### src/rtl/dco_word_slew_ctrl.sv
// DCO tuning-word slew controller.
// Accepts a clamped target word and walks word_out toward it in steps of at
// most MAX_STEP LSBs, settling SETTLE_CYC cycles after each step. Every step
// is followed by a one-cycle cod_en so the row/col coder registers the new word.
//
// state  | meaning
// IDLE   | ramp complete, ready for a new target
// STEP   | apply one bounded step (held while freeze is high)
// SETTLE | wait for the capacitor bank to settle after a step
module dco_word_slew_ctrl #(
    parameter int WORD_W     = 8,
    parameter int MAX_STEP   = 16,
    parameter int SETTLE_CYC = 4,
    parameter int MIN_WORD   = 0,
    parameter int MAX_WORD   = 255,
    parameter int RST_WORD   = 128
) (
    input  logic              clk,
    input  logic              rst,
    input  logic [WORD_W-1:0] tgt_word,
    input  logic              tgt_valid,
    output logic              tgt_ready,
    input  logic              freeze,
    output logic [WORD_W-1:0] word_out,
    output logic              cod_en,
    output logic              busy,
    output logic              done
);

    typedef enum logic [1:0] {
        IDLE,
        STEP,
        SETTLE
    } state_t;

    localparam logic [WORD_W-1:0] MIN_W    = WORD_W'(MIN_WORD);
    localparam logic [WORD_W-1:0] MAX_W    = WORD_W'(MAX_WORD);
    localparam logic [WORD_W-1:0] RST_W    = WORD_W'(RST_WORD);
    localparam logic [WORD_W-1:0] STEP_W   = WORD_W'(MAX_STEP);
    localparam logic [7:0]        SETTLE_W = 8'(SETTLE_CYC);

    state_t            state, state_nxt;
    logic [WORD_W-1:0] word_q, word_nxt;
    logic [WORD_W-1:0] target_q, target_nxt;
    logic [7:0]        cnt_q, cnt_nxt;
    logic              cod_en_q, cod_en_nxt;
    logic              done_q, done_nxt;

    logic [WORD_W-1:0] tclamp;
    logic [WORD_W:0]   diff;
    logic [WORD_W:0]   mag;
    logic              down;
    logic [WORD_W-1:0] step_amt;
    logic [WORD_W-1:0] word_step;

    // Clamp the requested word into the legal bank range.
    always_comb begin
        tclamp = tgt_word;
        if (int'(tgt_word) < MIN_WORD) begin
            tclamp = MIN_W;
        end else if (int'(tgt_word) > MAX_WORD) begin
            tclamp = MAX_W;
        end
    end

    // Next word one bounded step toward the target; never overshoots or wraps.
    always_comb begin
        diff      = {1'b0, target_q} - {1'b0, word_q};
        down      = diff[WORD_W];
        mag       = down ? (~diff + 1'b1) : diff;
        step_amt  = (mag > {1'b0, STEP_W}) ? STEP_W : mag[WORD_W-1:0];
        word_step = down ? (word_q - step_amt) : (word_q + step_amt);
    end

    // Sequencer next-state and registered-output decode.
    always_comb begin
        state_nxt  = state;
        word_nxt   = word_q;
        target_nxt = target_q;
        cnt_nxt    = cnt_q;
        cod_en_nxt = 1'b0;
        done_nxt   = 1'b0;
        case (state)
            IDLE: begin
                if (tgt_valid) begin
                    target_nxt = tclamp;
                    if (tclamp == word_q) begin
                        done_nxt = 1'b1;
                    end else begin
                        state_nxt = STEP;
                    end
                end
            end
            STEP: begin
                if (!freeze) begin
                    word_nxt   = word_step;
                    cod_en_nxt = 1'b1;
                    cnt_nxt    = 8'd1;
                    state_nxt  = SETTLE;
                end
            end
            SETTLE: begin
                if (cnt_q < SETTLE_W) begin
                    cnt_nxt = cnt_q + 8'd1;
                end else if (word_q == target_q) begin
                    state_nxt = IDLE;
                    done_nxt  = 1'b1;
                end else begin
                    state_nxt = STEP;
                end
            end
            default: begin
                state_nxt = IDLE;
            end
        endcase
    end

    // State and output registers with synchronous reset.
    always_ff @(posedge clk) begin
        if (rst) begin
            state    <= IDLE;
            word_q   <= RST_W;
            target_q <= RST_W;
            cnt_q    <= 8'd0;
            cod_en_q <= 1'b0;
            done_q   <= 1'b0;
        end else begin
            state    <= state_nxt;
            word_q   <= word_nxt;
            target_q <= target_nxt;
            cnt_q    <= cnt_nxt;
            cod_en_q <= cod_en_nxt;
            done_q   <= done_nxt;
        end
    end

    assign word_out  = word_q;
    assign cod_en    = cod_en_q;
    assign done      = done_q;
    assign tgt_ready = (state == IDLE);
    assign busy      = (state == STEP) || (state == SETTLE);

endmodule
### config.mk
export PLATFORM = sky130hd
export DESIGN_NAME = dco_word_slew_ctrl
export DESIGN_NICKNAME = d
export VERILOG_FILES = /design/src/rtl/dco_word_slew_ctrl.sv
export SDC_FILE = /design/constraint.sdc
export NUM_CORES = 1
export LEC_CHECK = 0
export ABC_CLOCK_PERIOD_IN_PS = 5580
export CAP_MARGIN = 10
export CORE_MARGIN = 5
export CORE_UTILIZATION = 57
export CTS_CLUSTER_SIZE = 20
export DETAILED_ROUTE_END_ITERATION = 12
export GPL_ROUTABILITY_DRIVEN = 1
export GPL_TIMING_DRIVEN = 0
export HOLD_SLACK_MARGIN = 0.15
export PLACE_DENSITY = 0.8
export SLEW_MARGIN = 20
export SYNTH_ARGS = -nofsm -noshare
export SYNTH_HDL_FRONTEND = slang
export SYNTH_SLANG_ARGS = --single-unit
### constraint.sdc
create_clock -name clk -period 5.58 [get_ports clk]
set_clock_uncertainty 0.1 [all_clocks]
set_input_delay 1.674 -clock clk [delete_from_list [all_inputs] [get_ports clk]]
set_output_delay 1.674 -clock clk [all_outputs]
set_load 0.02 [all_outputs]
Word level (Yosys, flattened, before mapping)
Index checks and enable logic that the tools add are counted.

Add/sub/neg operators: 5. Eq/ne operators: 9. Muxes and demuxes: 18. Reductions and logical operators: 8. Bitwise gates (word level): 3. Order comparisons: 2.

Operator list (number): 8-bit 2-to-1 mux (4); 8-bit equality test (2); 8-bit case mux with 2 select lines (1); 2-bit != test, second input constant (5); 9-bit by 1-bit adder with 9-bit output, second input constant (1); 9-bit by 5-bit greater-than comparator with 1-bit output, second input constant (1); 9-bit 2-to-1 mux (1); 9-bit inverter (1); 8-bit by 8-bit subtractor with 9-bit output (1); 8-bit by 1-bit adder with 8-bit output, second input constant (1); 8-bit adder (1); 8-bit by 3-bit < comparator with 1-bit output, second input constant (1); 2-bit 2-to-1 mux (4); 8-bit subtractor (1); 1-bit 2-to-1 mux (6); 2-bit case mux with 3 select lines (1); 2-bit AND reduction (2); 4-bit AND reduction (1); 3-bit AND reduction (1); 2-bit by 1-bit equality test with 1-bit output, second input constant (1); 2-bit equality test, second input constant (1); 2-bit logical NOT (1); 1-bit inverter (2); 1-bit case mux with 2 select lines (1); 3 further kinds (3).

Register bits after elaboration: 28. Logic and storage cells: 51. Output and inout bits: 12. Input bits: 12.

Longest topological paths before layout
Depth after elaboration: 8. Depth in mapped cells: 24.

Worst setup path before layout
OpenSTA, ideal clock, no wires.

Path type: register to register. From: reg word_q[1], in the netlist word_out[1]. To: reg word_q[7], in the netlist word_out[7]. Setup time: 127 ps. Data required time: 5353 ps. Stages on the path, launching flop included: 21. Arrival: 5003 ps. Setup slack: 350 ps. Path buffers: 0. Cells stage by stage: dfxtp_1 -> inv_1 -> fa_1 -> a21o_2 -> a21oi_1 -> o21ba_1 -> o311ai_4 -> a32oi_1 -> o32a_1 -> or3_1 -> ha_1 -> and2_1 -> a31oi_1 -> ha_1 -> a21o_1 -> a21oi_1 -> o21ai_0 -> o41ai_1 -> xnor2_1 -> nor3_1 -> or3b_1.

Cells in the longest elaborated chain, start to end: 8.

Ends and longest elaborated chain: from (decl) (RTL line 43) `logic [WORD_W-1:0] word_q, word_nxt;`; from (signal assigned) (RTL line 129) `word_q <= word_nxt;`; 8-bit by 8-bit subtractor with 9-bit output (RTL line 68) `diff = {1'b0, target_q} - {1'b0, word_q};`; 9-bit inverter (RTL line 70) `mag = down ? (~diff + 1'b1) : diff;`; 9-bit by 1-bit adder with 9-bit output (RTL line 70); 9-bit 2-to-1 mux (RTL line 70); 9-bit by 5-bit greater-than comparator with 1-bit output (RTL line 71) `step_amt = (mag > {1'b0, STEP_W}) ? STEP_W : mag[WORD_W-1:0];`; 8-bit 2-to-1 mux (RTL line 71); 8-bit adder or 8-bit subtractor (tied branches) (RTL line 72) `word_step = down ? (word_q - step_amt) : (word_q + step_amt);`; 8-bit 2-to-1 mux * (RTL line 72).

Every way passes the cells marked *; elsewhere a longest branch is shown, timed or not. A chain may end at the register's enable or synchronous reset.

Worst setup path in the final report
From: reg word_q[5], in the netlist word_out[5]. To: reg word_q[7], in the netlist word_out[7].

Same word-level chain as after synthesis.

==> results.md <==
- Post-synth EDFFs: 0
- Syn Nets: 337
- Initial antenna violation count: 0
- Total grt overflow: 0
- Worst skew pair latency: 0.27 ns
- Post-route DRC: 0
- Arr. time, crit path: 5.32 ns
- Crit end category: flip-flop
- Overall routing resource usage: 21.5%
- First-pass GRT wire length: 9.36 mm
- Maximum fanout along the worst path: 10
- CTS tree: done
- Core area: 3970 um^2
- Synth async-reset ratio: 0%
- Vias: 2155
- Dpl ws: 0.00652 ns
- Yosys top cell area share: 24.2%
- Largest cells by area after synthesis: dfxtp_1, ha_1, a21oi_1
- Outcome: completed
- # port buffers: 23
- Antenna Nets Post-Route: 0
- WL final: 5.48 mm
- Slowest CP cell: dfxtp_1
- DR WL/cell: 14.5 um
- Die width: 73.8 um
- Num CTS Buffers: 3
- Worst path cell trace: inv_1 > ha_1 > buf_6 > a21o_1 > a21o_1 > a211oi_4 > o21ai_0 > o32a_1 > or3_1 > ha_1 > and2_1 > a31oi_4 > ha_1 > a21o_1 > a21oi_2 > o21ai_1 > o41ai_2 > xnor2_1 > o21ai_1 > or3b_1
- Filler cells: 352
- Via/cell ratio: 5.70
- MaxCap Viol Count: 0
- Placer Congestion: 0.841
- Final worst path period need: 5.26 ns
- Maximum level of the CTS H-tree: 1
- Area of the multi-input gates: 1650 um^2
- CP startpoint kind: flip-flop
- Root Driver: clkbuf_8
- Post-Syn Area per Cell: 7.72 um^2
- Final setup vio count: 0
- Worst Path Required: 5.64 ns
- Die ar.: 5440 um^2
- Clock sinks: 28
- Hpwl dp: 4.30 mm
- Vias in the first global route: 2072
- Dominant cell type by area after synthesis: dfxtp_1
- Clk slew on worst S/H paths: 0.10 ns
- DR iter-0 viols: 75
- Post-route setup slack: 0.321 ns
- Setup CP Type: reg -> reg
- Main synth FF type: dfxtp_1
- Slew headroom: 61.6%
- Die Y: 73.8 um
- Number of core rows: 23
- Largest net degree at the start of global routing: 17
- Hold Path Class: reg -> reg
- IO Pins: 24
- Total Nets Final: 366
- Hold Fails Final Rpt: 0
- Fmax: 0.190 GHz
- CTS Buffer Depth: 2
- Tcrit/Tclk final: 94.3%
- ANT cells: 0
- Max Slew Vio Count: 0
- Post-Syn Area: 2320 um^2
- CP peak stage delay: 0.44 ns
- Initial DRT Pass Iterations: 4
- FF+latch count, synth: 28
- YS warnings: 0
- Reg-to-reg slack, setup: 0.32 ns
- Synth-to-Final Area Change: 17.8%
- Yosys cell types: 60
- Fraction of layout cells with a size suffix above 1: 8.84%
- WHS: 0.365 ns
- Sequential cell area: 566 um^2
- Slew @ Worst Pin: 0.577 ns
- Post-Synthesis Cells: 300
- Initial Util: 58.3%
- Seq/Total Area, Yosys: 24.2%
## placed cells by master (no fill, tap or decap), types with 2 or more instances in the layout
master	instances
xnor2_1	14
a41oi_1	2
xor2_1	8
nor4_1	2
a21o_1	6
a211oi_1	4
a21oi_1	29
nor2b_1	2
clkbuf_1	6
ha_1	23
o21ai_0	9
nor2_1	33
nand2_1	37
buf_4	2
clkbuf_8	3
and2_1	2
inv_1	24
nand4_1	5
a31oi_1	2
nand3b_1	3
clkdlybuf4s50_1	23
or3_1	2
o21ai_1	2
nand3_1	8
o41ai_2	2
mux2_2	2
dfxtp_1	26
a21oi_2	3
nor3b_1	2
nand2b_1	3
nor3_1	3
## worst paths after layout
path	from	end	cells after the start
worst max-delay path	word_out[5]	word_out[7]	20
worst min-delay path	target_q[0]	target_q[0]	2
worst max register to register	word_out[5]	word_out[7]	20
worst min register to register	target_q[0]	target_q[0]	2
## logic make-up after synthesis
kind of cell	Yosys count	share of synthesized area, %
and+or+nand+nor	111	22.9
AOI/OAI and AO/OA	77	23.0
buffers and inverters	34	6.05
DFF	28	24.2
adders and majority gates	25	14.1
xor gates and xnor gates	22	8.32
muxes	3	1.40
## worst max-delay path: cells and delay by family, from the launching register on
kind | cells | cell delay (ns)
adder cells (fa/ha/maj) | 3 | 0.83
buffers and inverters | 2 | 0.22
flip-flops | 1 | 0.44
AO/OA/AOI/OAI | 11 | 2.48
XOR/XNOR | 1 | 0.15
AND/OR/NAND/NOR | 3 | 0.92
## synth_stat cells (all sizes together) (4+ instances only)
master  count
o21ai      11
inv        25
nor3        4
dfxtp      28
nand4       5
nand3       8
xnor2      14
ha         23
a211oi      5
xor2        8
a21oi      32
clkbuf      6
nor2       34
nand2      37
a21o        7
## metrics by stage
step                utilization [%]  cell area (um^2)  std cells  setup TNS (ns)
CTS                            67.7              2690        377               0
global placement               65.7              2610        373               0
detailed placement             65.7              2610        373               0
global route                   68.7              2730        378        -0.00240
finish                         68.7              2730        378               0
floorplan                         -              2320        300               0
## sequential cells by signal, summed over array words and instances, names as in the netlist
signal / cells
done: 1
state: 2
word_out: 8
target_q: 8
cnt_q: 8
cod_en: 1
## timing repair
action | CTS | global route
pin swaps | 0 | 4
endpoints found under the setup margin | 1 | 1
buffers inserted | 0 | 1
resized for setup | 1 | 10
hold buffers | 0 | 0
## per-layer routing
layer / wire length (um) / share of wire, % / GRT usage [%] / vias up
met1: 2570 / 47 / 28.2 / 1011
met3: 110 / 2.0 / 2.19 / 4
met4: 36 / 0.66 / 6.64 / 0
li1: - / - / - / 1110
met2: 2760 / 50 / 36.7 / 30
met5: 0 / 0 / 0 / -
## final cells by class
class	instances	share of cell area, %
clock inverters	1	1.10
clock buffers	3	1.51
well taps	50	2.29
flip-flops and latches	28	20.7
plain buffers	9	1.70
repair buffers	24	8.71
multi-input cells	238	60.5
inverters	25	3.44
Power is left out: the tool's default activity adds up to more than one toggle a clock period on the data nets, which glitch-free logic cannot reach.
